**src/rtl/l1_icache_pkg.sv**
```systemverilog
// Shared types for the direct-mapped L1 instruction cache.
package l1_icache_pkg;

  localparam int unsigned NumSets  = 8;
  localparam int unsigned LineBits = 128;
  localparam int unsigned IndexW   = $clog2(NumSets);
  localparam int unsigned TagW     = 16 - 4 - IndexW;

  typedef logic [15:0]         lc3b_word;
  typedef logic [LineBits-1:0] lc3b_datbus;
  typedef logic [IndexW-1:0]   lc3b_c_index;
  typedef logic [TagW-1:0]     lc3b_c_tag;

  typedef enum logic [1:0] {
    IcIdle,
    IcFetch,
    IcFill
  } lc3b_icache_state_t;

endpackage

```
**src/rtl/l1_icache_if.sv**
```systemverilog
// Fetch-side and memory-side handshake bundle for the L1 instruction cache.
interface l1_icache_if;
  import l1_icache_pkg::*;

  lc3b_word   cpu_addr;
  logic       cpu_read;
  logic       cpu_resp;
  lc3b_datbus cpu_rdata;
  lc3b_word   mem_addr;
  logic       mem_read;
  logic       mem_resp;
  lc3b_datbus mem_rdata;

  // Cache side.
  modport slave (
    input  cpu_addr, cpu_read, mem_resp, mem_rdata,
    output cpu_resp, cpu_rdata, mem_addr, mem_read
  );

  // Fetch stage plus memory model side.
  modport master (
    output cpu_addr, cpu_read, mem_resp, mem_rdata,
    input  cpu_resp, cpu_rdata, mem_addr, mem_read
  );
endinterface

```
**src/rtl/l1_icache_array.sv**
```systemverilog
// Valid/tag/data storage: single write port, combinational read, flushable valid bits.
module l1_icache_array
  import l1_icache_pkg::*;
(
  input  logic        clk,
  input  logic        rst_n,
  input  logic        flush_i,
  input  logic        we_i,
  input  lc3b_c_index widx_i,
  input  lc3b_c_tag   wtag_i,
  input  lc3b_datbus  wdata_i,
  input  lc3b_c_index ridx_i,
  output logic        rvalid_o,
  output lc3b_c_tag   rtag_o,
  output lc3b_datbus  rdata_o
);

  logic [NumSets-1:0] valid_q, valid_d;
  lc3b_c_tag          tag_q  [NumSets];
  lc3b_datbus         data_q [NumSets];

  // A fill landing on the flush edge keeps its own valid bit.
  always_comb begin
    valid_d = valid_q;
    if (flush_i) valid_d = '0;
    if (we_i)    valid_d[widx_i] = 1'b1;
  end

  always_ff @(posedge clk or negedge rst_n) begin
    if (!rst_n) valid_q <= '0;
    else        valid_q <= valid_d;
  end

  always_ff @(posedge clk) begin
    if (we_i) begin
      tag_q[widx_i]  <= wtag_i;
      data_q[widx_i] <= wdata_i;
    end
  end

  assign rvalid_o = valid_q[ridx_i];
  assign rtag_o   = tag_q[ridx_i];
  assign rdata_o  = data_q[ridx_i];

endmodule

```
**src/rtl/l1_icache.sv**
```systemverilog
// Direct-mapped read-only L1 icache: same-cycle hits, one 128-bit line fill per miss.
module l1_icache
  import l1_icache_pkg::*;
(
  input  logic        clk,
  input  logic        rst_n,
  input  logic        flush,
  l1_icache_if.slave  bus
);

  lc3b_icache_state_t state_q;
  lc3b_word           miss_addr_q;
  logic               mem_read_q;

  lc3b_c_index idx;
  lc3b_c_tag   tag;
  logic [3:0]  unused_offset;
  logic        rvalid;
  lc3b_c_tag   rtag;
  lc3b_datbus  rdata;
  logic        hit;
  logic        fill_we;

  assign idx           = bus.cpu_addr[IndexW+3:4];
  assign tag           = bus.cpu_addr[15:IndexW+4];
  assign unused_offset = bus.cpu_addr[3:0];
  assign hit           = rvalid && (rtag == tag);
  // Responses outside FETCH never reach the arrays.
  assign fill_we       = (state_q == IcFetch) && bus.mem_resp;

  l1_icache_array u_array (
    .clk      (clk),
    .rst_n    (rst_n),
    .flush_i  (flush),
    .we_i     (fill_we),
    .widx_i   (miss_addr_q[IndexW+3:4]),
    .wtag_i   (miss_addr_q[15:IndexW+4]),
    .wdata_i  (bus.mem_rdata),
    .ridx_i   (idx),
    .rvalid_o (rvalid),
    .rtag_o   (rtag),
    .rdata_o  (rdata)
  );

  always_ff @(posedge clk or negedge rst_n) begin
    if (!rst_n) begin
      state_q     <= IcIdle;
      miss_addr_q <= '0;
      mem_read_q  <= 1'b0;
    end else begin
      unique case (state_q)
        IcIdle: begin
          if (bus.cpu_read && !hit) begin
            miss_addr_q <= {bus.cpu_addr[15:4], 4'h0};
            mem_read_q  <= 1'b1;
            state_q     <= IcFetch;
          end
        end
        IcFetch: begin
          if (bus.mem_resp) begin
            mem_read_q <= 1'b0;
            state_q    <= IcFill;
          end
        end
        IcFill:  state_q <= IcIdle;
        default: state_q <= IcIdle;
      endcase
    end
  end

  assign bus.cpu_resp  = (state_q == IcIdle) && bus.cpu_read && hit;
  assign bus.cpu_rdata = bus.cpu_resp ? rdata : '0;
  assign bus.mem_read  = mem_read_q;
  assign bus.mem_addr  = miss_addr_q;

endmodule

```
**src/flat_wrapper.sv**
```systemverilog
// flat-port wrapper written by rule: the top's interface ports become plain ports
module l1_icache_flat import l1_icache_pkg::*;
  (clk, rst_n, flush, bus_cpu_addr, bus_cpu_read, bus_mem_resp, bus_mem_rdata, bus_cpu_resp, bus_cpu_rdata, bus_mem_addr, bus_mem_read);
  l1_icache_if bus_i ();
  input  logic clk;
  input  logic rst_n;
  input  logic flush;
  input wire logic [$bits(bus_i.cpu_addr)-1:0] bus_cpu_addr;
  input wire logic [$bits(bus_i.cpu_read)-1:0] bus_cpu_read;
  input wire logic [$bits(bus_i.mem_resp)-1:0] bus_mem_resp;
  input wire logic [$bits(bus_i.mem_rdata)-1:0] bus_mem_rdata;
  output wire logic [$bits(bus_i.cpu_resp)-1:0] bus_cpu_resp;
  output wire logic [$bits(bus_i.cpu_rdata)-1:0] bus_cpu_rdata;
  output wire logic [$bits(bus_i.mem_addr)-1:0] bus_mem_addr;
  output wire logic [$bits(bus_i.mem_read)-1:0] bus_mem_read;
  assign bus_i.cpu_addr = bus_cpu_addr;
  assign bus_i.cpu_read = bus_cpu_read;
  assign bus_i.mem_resp = bus_mem_resp;
  assign bus_i.mem_rdata = bus_mem_rdata;
  assign bus_cpu_resp = bus_i.cpu_resp;
  assign bus_cpu_rdata = bus_i.cpu_rdata;
  assign bus_mem_addr = bus_i.mem_addr;
  assign bus_mem_read = bus_i.mem_read;
  l1_icache u_core (.clk(clk), .rst_n(rst_n), .flush(flush), .bus(bus_i));
endmodule
```
**config.mk**
```make
export PLATFORM = sky130hd
export DESIGN_NAME = l1_icache_flat
export DESIGN_NICKNAME = d
export VERILOG_FILES = /design/src/rtl/l1_icache_pkg.sv /design/src/rtl/l1_icache_if.sv /design/src/rtl/l1_icache_array.sv /design/src/rtl/l1_icache.sv /design/src/flat_wrapper.sv
export SDC_FILE = /design/constraint.sdc
export NUM_CORES = 1
export LEC_CHECK = 0
export BUFFER_PORTS_ARGS = -buffer_cell sky130_fd_sc_hd__buf_4
export CAP_MARGIN = 40
export CORE_MARGIN = 2
export CORE_UTILIZATION = 49
export DETAILED_ROUTE_END_ITERATION = 10
export PLACE_DENSITY = 0.72
export SYNTH_ARGS = -nofsm -noshare
export SYNTH_HDL_FRONTEND = slang
export SYNTH_SLANG_ARGS = --single-unit
```
**constraint.sdc**
```tcl
create_clock -name clk -period 27.6 [get_ports clk]
set_input_delay 1.38 -clock clk [delete_from_list [all_inputs] [get_ports clk]]
set_output_delay 1.38 -clock clk [all_outputs]
set_load 0.02 [all_outputs]
```
==> flow_summary.yaml <==
clock_network:
  post_cts_buffers: 0
  cts_resized: 0
  cts_tree: "done"
  cts_max_level: 3
  path_clk_slew_ps: 60
  cts-root-buf: "clkbuf_16"
  clk_latency_ps: 660
  ctsHoldBuffers: 0
  cts_sinks: 1119
  cts-buffers-inserted: 110
  clock_path_buffers: 3
logic_synthesis:
  synth_top_area_frac: 0.773
  synth_common_cells: "edfxtp_1, mux4_2, mux2i_1, nor2_1, clkbuf_1"
  synth_enable_flop_cells: 1096
  syn-cell-area_um2: 42600
  yosys.area.top_type: "edfxtp_1"
  synthMostInstantiatedCell: "edfxtp_1"
  ys_seq_elements: 1119
  yosys_most_used_dff: "edfxtp_1"
  ys_warn_count: 0
  synth_cells: 1843
  ys_top_cells_by_area: "edfxtp_1, mux4_2, mux2i_1, dfrtp_1, nor2_1"
  synth.avg_cell_area_um2: 23.1
  yosysSeqAreaShare: 0.787
  ys_types: 34
  async_reset_ff_frac: 0.0206
route:
  drcViolationCount: 0
  first_iter_violations: 1409
  routed_wl_mm: 87.7
  first_pass_iters: 5
  vias: 19462
  route.detailed.wl_per_inst_um: 25.5
  drt-vias-per-instance: 5.65
  drtAntennaViolNets: 0
grt:
  overflow: 0
  grt_max_degree: 115
  gr-usage-all-layers: 0.198
  grt_pass1_vias: 21040
  grt_antenna_before_repair: 10
  grt_pass1_wl_mm: 131
placement:
  dp.final_hpwl_mm: 48.4
  place_congestion: 0.703
  place_inst: 3243
  io_buffers: 286
  pre_cts_ws_ps: 20460
worst_setup_path:
  cp_slowest_stage_delay_ps: 690
  crit_path_start_kind: "input pin"
  crit_top_cell: "buf_4"
  endpoint_kind: "primary output"
  worstPathArrival_ps: 5590
  cp.required_ps: 26220
  critPathKind: "in2out"
  slowest_stage: "or4b_4"
  path_cells: "buf_8, buf_4, buf_4, mux2i_1, xor2_1, nand2_1, nor3_1, or4b_4, buf_4, nor2_1, buf_4"
  worstPathMaxFanout: 63
cells_and_area:
  nFillCells: 6273
  synthToLayoutAreaGrowth_pct: 17.5
  finalNonFillerCells: 3443
  drive_above_1_share: 0.347
  regArea_um2: 33500
  multi_input_area_um2: 8630
  fin_util: 0.578
  final_nets: 2349
timing:
  finalHoldViolCount: 0
  fin_setup_tns_ps: 0
  rsz0062_at_grt: "no"
  slew_violations: 0
  worst_pin_slew_ps: 948
  relSlewSlack: 0.368
  worst_clock_skew_ps: 18.1
  max_freq_ghz: 0.144
  post-route-min-period_ps: 6970
  setup_ws_ps: 20630
  period_share: 0.252
  report.final.setup_viol: 0
outcome:
  status: "finished clean"
pwr:
  p_comb_frac: 0.075
  clkPwrFrac: 0.390
  leakage_nw: 16.8
  netSwitchingFraction: 0.215
  p_int_mw: 2.96
  power_mw: 3.77
  irDropWorstVdd_v: 0.0000541
  power.switching_mw: 0.810
  power_frac_seq: 0.535
  powerDensity_nw_per_um2: 75.4
floorplanning:
  floorplan.die_area_um2: 89300
  std_cell_rows: 108
  chipWidth_um: 299
  initial_core_util: 0.492
  io_pins: 295
  coreArea_um2: 86500
  die_h_um: 299
run:
  cap_violations: 0
worst_hold_path:
  hold_class: "reg2reg"
==> cell usage in the layout, fill, tap and decap left out, types with 2 or more instances in the layout <==
cell type,n
a221oi_1,2
bufinv_16,14
nor2b_1,2
buf_16,12
a22oi_1,2
buf_8,3
buf_12,6
nor2_4,6
inv_6,3
diode_2,2
clkinvlp_4,3
clkinv_2,23
nand3_1,2
nand3b_1,2
nor2_1,131
dfrtp_1,23
xor2_1,8
inv_1,3
o22ai_1,2
clkinv_1,21
edfxtp_1,1096
conb_1,4
buf_4,318
nor3_2,2
clkbuf_1,21
nand2b_1,5
nand2_1,6
a21o_1,8
o221ai_1,2
clkbuf_16,111
mux2i_1,145
mux4_2,266
mux2_2,20
==> routing by layer <==
metal	up-vias	GRT usage	routed length [um]
met3	118	0.0429	5440
met4	14	0.0532	1600
li1	8413	-	-
met5	-	0	96
met1	10376	0.264	35700
met2	541	0.334	44800
==> power by group through the flow <==
stage	registers (mW)	logic (mW)	clock network (mW)
floorplan	2.07	0.151	0
global placement	2.05	0.277	0
detailed placement	2.05	0.291	0
CTS	2.02	0.292	1.51
global route	2.03	0.308	1.57
finish	2.02	0.285	1.47
==> path summary, 6_finish.rpt <==
check	startpoint	cells after the start	slack (ps)	to
max	bus_cpu_addr[4]	11	20630	bus_cpu_rdata[68]
min	u_core.u_array.valid_q[6]	1	480	u_core.u_array.valid_q[6]
max reg2reg	u_core.state_q[1]	5	24240	u_core.u_array.data_q[4][65]
min reg2reg	u_core.u_array.valid_q[6]	1	480	u_core.u_array.valid_q[6]
max in group asynchronous	rst_n	1	26720	u_core.bus.mem_addr[11]
min in group asynchronous	rst_n	1	620	u_core.bus.mem_read
==> through the flow <==
stage / hold WS, ps / area [um^2]
after global placement: 454 / 46000
after detailed placement: 464 / 46500
after global routing: 502 / 50000
after floorplan: 444 / 42600
final: 481 / 50000
after CTS: 479 / 50000
==> final cells by class <==
type,instances,share of cell area
Tap cell,1155,0.0289
Clock inverter,66,0.0138
Multi-Input combinational cell,626,0.173
Sequential cell,1119,0.669
Timing Repair Buffer,340,0.0579
Antenna cell,2,0.000100
Clock buffer,132,0.0571
Inverter,3,0.000225
==> state kept, by name (all words and copies together), names as in the netlist <==
| signal | flops |
|---|---|
| u_core.bus.mem_addr | 12 |
| u_core.u_array.valid_q | 8 |
| u_core.bus.mem_read | 1 |
| u_core.u_array.tag_q | 72 |
| u_core.u_array.data_q | 1024 |
| u_core.state_q | 2 |
==> cells by family after synthesis <==
group | share of synthesized area
XOR/XNOR | 0.00165
AND/OR/NAND/NOR | 0.0157
other | 0.0000881
multiplexers | 0.180
buffers and inverters | 0.0123
flip-flops | 0.787
AO/OA/AOI/OAI | 0.00347
==> worst max-delay path, delay by kind of cell <==
kind | cells | cell delay (ps)
buffers and inverters | 5 | 2260
multiplexers | 1 | 310
AND/OR/NAND/NOR | 4 | 1310
XOR/XNOR | 1 | 160
Power figures use the tool's default switching activity.
